### config.mk
export PLATFORM = sky130hd
export DESIGN_NAME = reg_op_sequencer
export DESIGN_NICKNAME = d
export VERILOG_FILES = /design/src/rtl/reg_op_sequencer.sv
export SDC_FILE = /design/constraint.sdc
export NUM_CORES = 1
export LEC_CHECK = 0
export CAP_MARGIN = 5
export CORE_ASPECT_RATIO = 0.8
export CORE_MARGIN = 5
export CORE_UTILIZATION = 31
export DETAILED_ROUTE_END_ITERATION = 10
export PLACE_DENSITY = 0.55
export SLEW_MARGIN = 20
export SYNTH_ARGS = -nofsm -noshare
export SYNTH_HDL_FRONTEND = slang
export SYNTH_SLANG_ARGS = --single-unit
### constraint.sdc
create_clock -name clk -period 1.8 [get_ports clk]
set_clock_uncertainty 0.15 [all_clocks]
set_input_delay 0.18 -clock clk [delete_from_list [all_inputs] [get_ports clk]]
set_output_delay 0.18 -clock clk [all_outputs]
set_load 0.03 [all_outputs]
### src/rtl/reg_op_sequencer.sv
// reg_op_sequencer: command-driven sequencer for a 4-bit mode-select register.
// Holds one one-hot select for a programmed number of cycles, lets the
// register settle for one cycle, captures its outputs and pulses done.
module reg_op_sequencer #(
  parameter int CNT_W = 4
) (
  input  logic             clk,
  input  logic             rst_n,
  input  logic             cmd_valid,
  output logic             cmd_ready,
  input  logic [1:0]       cmd_op,
  input  logic [CNT_W-1:0] cmd_cnt,
  input  logic             abort,
  output logic             s1,
  output logic             s2,
  output logic             s3,
  output logic             s4,
  input  logic             q0,
  input  logic             q1,
  input  logic             q2,
  input  logic             q3,
  output logic [3:0]       result,
  output logic             done,
  output logic             busy
);

  typedef enum logic [1:0] {IDLE, RUN, SETTLE, DONE} state_t;

  state_t           state_q, state_d;
  logic [CNT_W-1:0] cnt_q, cnt_d;
  logic [3:0]       sel_q, sel_d;
  logic [3:0]       result_q, result_d;

  // Next-state logic. The select vector doubles as the latched op: it is
  // loaded at the handshake and cleared on the last RUN cycle, so the
  // outputs come straight from flops.
  always_comb begin
    state_d  = state_q;
    cnt_d    = cnt_q;
    sel_d    = sel_q;
    result_d = result_q;
    case (state_q)
      IDLE: begin
        sel_d = 4'b0000;
        if (cmd_valid) begin
          if (cmd_cnt != '0) begin
            state_d = RUN;
            cnt_d   = cmd_cnt;
            sel_d   = 4'b0001 << cmd_op;
          end else begin
            state_d = SETTLE;
          end
        end
      end
      RUN: begin
        // Count holds the cycles still to run including this one; the
        // select drops at the same edge that leaves RUN.
        if (abort || cnt_q == CNT_W'(1)) begin
          state_d = SETTLE;
          sel_d   = 4'b0000;
        end else begin
          cnt_d = cnt_q - CNT_W'(1);
        end
      end
      SETTLE: begin
        sel_d    = 4'b0000;
        result_d = {q3, q2, q1, q0};
        state_d  = DONE;
      end
      DONE: begin
        sel_d   = 4'b0000;
        state_d = IDLE;
      end
      default: begin
        sel_d   = 4'b0000;
        state_d = IDLE;
      end
    endcase
  end

  // State, count, select and result registers; reset drops selects at once.
  always_ff @(posedge clk or negedge rst_n) begin
    if (!rst_n) begin
      state_q  <= IDLE;
      cnt_q    <= '0;
      sel_q    <= 4'b0000;
      result_q <= 4'b0000;
    end else begin
      state_q  <= state_d;
      cnt_q    <= cnt_d;
      sel_q    <= sel_d;
      result_q <= result_d;
    end
  end

  assign s1        = sel_q[0];
  assign s2        = sel_q[1];
  assign s3        = sel_q[2];
  assign s4        = sel_q[3];
  assign result    = result_q;
  assign cmd_ready = (state_q == IDLE);
  assign busy      = (state_q != IDLE);
  assign done      = (state_q == DONE);

endmodule

==> impl_metrics.yaml, run 1 <==
power:
  finalPower_w: 0.00212
  vdd_drop_max_mv: 0.736
  p_int_w: 0.00124
  combPwrFrac_pct: 64.0
  switching_power_w: 0.000878
  power.leakage_nw: 0.608
  switching_share_pct: 41.4
  p_seq_share_pct: 25.2
  pwr_density_cell_mw_per_mm2: 1550
  power.share.clock_pct: 10.7
global_routing:
  antenna_found_initial: 0
  top_usage_layer: "met2"
  grt_max_degree: 15
  grt_pass1_wl_um: 3890
  grt_util_met2_pct: 19.7
  grt_use_met3_pct: 4.58
  grt_overflow: 0
  grt_pass1_vias: 805
  grt_use_met1_pct: 15.8
  grt_use_total_pct: 12.4
setup_path:
  reg2reg_depth: 6
  required_ns: 1.83
  cp_max_fo: 10
  worst_ep_arrival_time_ns: 1.77
  criticalPathCategory: "flop to flop"
  end_kind: "flop"
  cp-start-kind: "flop"
detailed_routing:
  ant_nets: 0
  wl_per_cell_um: 13.5
  drc: 0
  vias: 791
  routed_wl_um: 2270
  first_pass_iters: 4
  via_per_inst: 4.71
  dr.first_iter.drc_count: 26
finish:
  layout-drive-gt1-share_pct: 36.2
  layout_commonest_cell: "buf_4"
  multi_input_area_um2: 519
  layout.nets: 151
  final_cell_mix: "buf_4, clkdlybuf4s50_1, dfrtp_1"
  nFillCells: 279
  antenna_cells: 0
  post-route-util_pct: 50.4
  register_area_um2: 350
  area_delta_synth_final_pct: 58.2
run:
  drv_cap: 0
synthesis:
  synth_nets: 104
  synth_ff_type: "dfrtp_1"
  synth-edff-count: 0
  yosys_register_bits: 14
  syn_inst: 84
  synth_area_um2: 867
  ys_warn_count: 0
  ys_types: 33
  synthArstFlopShare_pct: 100
  synth_area_per_cell_um2: 10.3
  ys_seq_area_share_pct: 40.4
cts:
  cts.sinks: 14
  clock_latency_ns: 0.28
  cts.path.max_buffers: 2
  cts_tree: "built"
  cts_buffers: 3
  clk_pin_slew_ns: 0.09
  cts-root-buf: "clkbuf_4"
  htreeDepth: 1
hold_path:
  hold_path.class: "primary input to asynchronous set/reset pin"
timing:
  max_slew_margin_pct: 78.9
  finalSetupViolCount: 0
  hold_violations: 0
  fin_crit_sh_pct: 96.8
  worst_slew_pin_slew_ns: 0.316
  slew_viol_final: 0
  max_freq_mhz: 574
  min_period_ns: 1.74
  rsz0062_at_grt: "true"
place:
  gp_congestion: 0.848
  portBuffers: 24
  dpl.hpwl_um: 1860
floorplan:
  io_pins: 25
  die_w_um: 69.1
  die_h_um: 57.3
  core_area_mm2: 0.00272
  dieArea_mm2: 0.00396
  start_util_pct: 31.8
  num_rows: 17
status:
  status: "completed"
## cell type report
| cell class | count | share of cell area (%) |
|---|---|---|
| clock buffer | 4 | 2.65 |
| inverter | 7 | 1.92 |
| tap | 38 | 3.47 |
| timing repair buffer | 45 | 28.6 |
| multi-input combinational | 60 | 37.9 |
| sequential | 14 | 25.5 |
## power groups by stage
stage                     clock [W]  sequential [W]  combinational [W]
after floorplan                   0        0.000644           0.000721
after global placement            0        0.000524            0.00133
after detailed placement          0        0.000530            0.00135
after CTS                  0.000236        0.000524            0.00134
after global routing       0.000256        0.000551            0.00149
final                      0.000228        0.000535            0.00136
## critical path, stage by stage, from the launching register on
cell	delay [ns]
dfrtp_1	0.38
inv_1	0.07
ha_2	0.17
nor2b_2	0.15
nor2b_4	0.28
o22ai_1	0.13
a221o_1	0.30
## path summary, 6_finish.rpt
path | endpoint | start | slack (ns)
setup / recovery | state_q[0] | state_q[1] | 0.06
hold / removal | sel_q[1] | rst_n | 0.04
setup reg to reg | state_q[0] | state_q[1] | 0.06
hold reg to reg | result[3] | result[3] | 0.36
max in group asynchronous | sel_q[3] | rst_n | 1.28
min in group clk | result[0] | q0 | 0.36
## cell families (layout without fill, tap and decap cells)
| kind of cell | after synthesis | after routing | share of synthesized area (%) |
|---|---|---|---|
| compound gates | 22 | 22 | 21.2 |
| fa+ha+maj | 6 | 6 | 8.66 |
| buf+inv | 10 | 56 | 4.62 |
| flops | 14 | 14 | 40.4 |
| mux | 4 | 4 | 5.19 |
| simple gates | 28 | 28 | 19.9 |
## per-stage QoR
step	setup WS (ns)	std cells	hold slack, ns	area (µm²)	TNS, ns
final	0.0576	168	0.0428	1370	0
after global routing	-0.0593	168	0.0584	1370	-0.0593
after CTS	0.00848	167	0.0459	1350	0
after detailed placement	-0.156	163	0.341	1310	-0.706
after global placement	-0.121	163	0.342	1310	-0.462
after floorplan	-0.0118	84	-0.266	900	-0.0118
## timing repair
item / CTS / global route
endpoints found under the setup margin: 1 / 6
resized for setup: 1 / 4
hold buffers: 0 / 0
pin swaps: 0 / 0
buffers inserted: 0 / 1
## Yosys cell counts, types with 2 or more instances
library cell | n | area [µm²]
nand2_1 | 2 | 7.51
a22o_1 | 2 | 17.5
o22ai_1 | 4 | 25.0
dfrtp_1 | 14 | 350
nor3b_1 | 2 | 15.0
buf_2 | 2 | 10.0
ha_1 | 6 | 75.1
o21ai_0 | 2 | 10.0
nand3_1 | 2 | 10.0
a32o_1 | 2 | 20.0
nor3_1 | 3 | 15.0
nor2b_1 | 3 | 18.8
inv_1 | 7 | 26.3
a221oi_1 | 2 | 17.5
nor2_1 | 7 | 26.3
mux2_2 | 4 | 45.0
a21oi_1 | 4 | 20.0
## sequential cells by signal, summed over array words and instances (netlist names)
name and flops:
cnt_q 4, result 4, sel_q 4, state_q 2
## routing by layer
metal | wire length, µm | up-vias
met5 | 0 | -
met4 | 27 | 0
met3 | 93 | 4
met2 | 1010 | 15
met1 | 1140 | 369
li1 | - | 403
Power figures use the tool's default switching activity.
==> run 2, diff against run 1 <==
CORE_MARGIN = 10   (was 5)
==> impl_metrics.yaml, run 2 (same netlist as run 1, synthesis figures left out) <==
timing:
  max_freq_mhz: 566
  hold_violations: 0
  worst_slew_pin_slew_ns: 0.329
  max_slew_margin_pct: 78.1
  rsz0062_at_grt: "true"
  setup_tns_ns: 0
  fin_crit_sh_pct: 98.1
  finalSetupViolCount: 0
  slew_viol_final: 0
  min_period_ns: 1.77
status:
  status: "completed"
finish:
  area_delta_synth_final_pct: 61.8
  finalNonFillerCells: 171
  nFillCells: 273
  layout-drive-gt1-share_pct: 37.6
  layout_commonest_cell: "buf_4"
  post-route-util_pct: 51.5
  final_cell_mix: "buf_4, clkdlybuf4s50_1, dfrtp_1"
  antenna_cells: 0
  layout.nets: 154
power:
  switching_share_pct: 41.1
  vdd_drop_max_mv: 0.612
  power.share.clock_pct: 10.3
  p_seq_share_pct: 24.2
  p_int_w: 0.00129
  switching_power_w: 0.000900
  combPwrFrac_pct: 65.6
  power.leakage_nw: 0.626
  pwr_density_cell_mw_per_mm2: 1560
cts:
  cts.sinks: 14
  clock_latency_ns: 0.28
  htreeDepth: 1
  clk_pin_slew_ns: 0.08
  cts.path.max_buffers: 2
  cts_buffers: 3
  cts_tree: "built"
  cts-root-buf: "clkbuf_4"
setup_path:
  criticalPathCategory: "flop to flop"
  end_kind: "flop"
  max_stage_delay_ns: 0.39
  path_buf_inv: 2
  slowest_stage: "dfrtp_1"
  worst_ep_arrival_time_ns: 1.79
  cp-start-kind: "flop"
  cpLargestDelayFamily: "simple AND/OR/NAND/NOR gates"
  required_ns: 1.82
  cp_max_fo: 5
  reg2reg_depth: 6
  crit_chain: "inv_2 -> ha_1 -> nor3b_4 -> nor2b_4 -> buf_4 -> a311o_2"
  worst-path-stages: 6
floorplan:
  io_pins: 25
  start_util_pct: 31.8
  die_w_um: 79.1
  num_rows: 17
  core_area_mm2: 0.00272
  dieArea_mm2: 0.00533
  die_h_um: 67.3
detailed_routing:
  routed_wl_um: 2460
  via_per_inst: 5.02
  first_pass_iters: 4
  wl_per_cell_um: 14.4
  dr.first_iter.drc_count: 68
  ant_nets: 0
  vias: 858
  drc: 0
global_routing:
  grt_pass1_wl_um: 3810
  grt_pass1_vias: 780
  antenna_found_initial: 0
  grt_overflow: 0
  grt_use_total_pct: 8.96
  grt_max_degree: 15
hold_path:
  hold_path.class: "primary input to asynchronous set/reset pin"
place:
  dpl.hpwl_um: 1830
  gp_congestion: 0.811
  placed_cells: 162
  portBuffers: 24
run:
  drv_cap: 0
==> run 2: cell types whose count changed in the layout (fill, tap and decap cells not counted), sizes merged <==
cell	change
buf	+2
nor2b	+1
==> run 2: repair_timing <==
action | CTS | global route
gates cloned | 0 | 1
setup buffers | 0 | 4
resized for setup | 1 | 6
hold buffers | 0 | 0
setup endpoints to repair | 1 | 5
==> run 2: worst reg2reg max path, cell delays in order (launching register included) <==
cell     delay [ns]
dfrtp_1        0.39
inv_2          0.06
ha_1           0.13
nor3b_4        0.32
nor2b_4        0.10
buf_4          0.15
a311o_2        0.34
==> run 2: metrics by stage <==
stage	setup WS, ns	cell area (µm²)	hold WS, ns	power, W
floorplan	-0.0118	900	-0.266	0.00137
global placement	-0.116	1310	0.340	0.00186
detailed placement	-0.132	1310	0.347	0.00187
CTS	0.0308	1340	0.0613	0.00210
global route	-0.0185	1400	0.0591	0.00235
finish	0.0334	1400	0.0645	0.00219
==> run 2: path summary, 6_finish.rpt <==
| path | start | endpoint | slack [ns] |
|---|---|---|---|
| worst max-delay path | cnt_q[1] | cnt_q[0] | 0.03 |
| max in group asynchronous | rst_n | state_q[0] | 1.26 |
| worst min register to register | result[2] | result[2] | 0.36 |
| min in group clk | q1 | result[1] | 0.36 |
| worst min-delay path | rst_n | cnt_q[0] | 0.06 |
| worst max register to register | cnt_q[1] | cnt_q[0] | 0.03 |
==> run 2: per-layer routing <==
layer,vias to the layer above,share of wire [%],GRT usage (%)
met2,25,43,12.5
met5,-,0,0
met3,4,8.1,3.85
met1,417,48,11.9
li1,412,-,-
met4,0,1.0,3.35
==> run 2: cell type report <==
class | instances | area [µm²] | share of cell area (%)
flip-flops and latches | 14 | 350 | 25.0
inverters | 7 | 26.3 | 1.87
multi-input cells | 61 | 536 | 38.2
clock buffers | 4 | 36.3 | 2.59
repair buffers | 47 | 407 | 29.0
well taps | 38 | 47.5 | 3.39
==> run 2: power groups by stage <==
stage	Sequential (W)	Clock [W]	Combinational (W)
final	0.000530	0.000225	0.00144
after global routing	0.000541	0.000256	0.00156
after CTS	0.000521	0.000238	0.00134
after detailed placement	0.000527	0	0.00134
after global placement	0.000522	0	0.00134
after floorplan	0.000644	0	0.000721
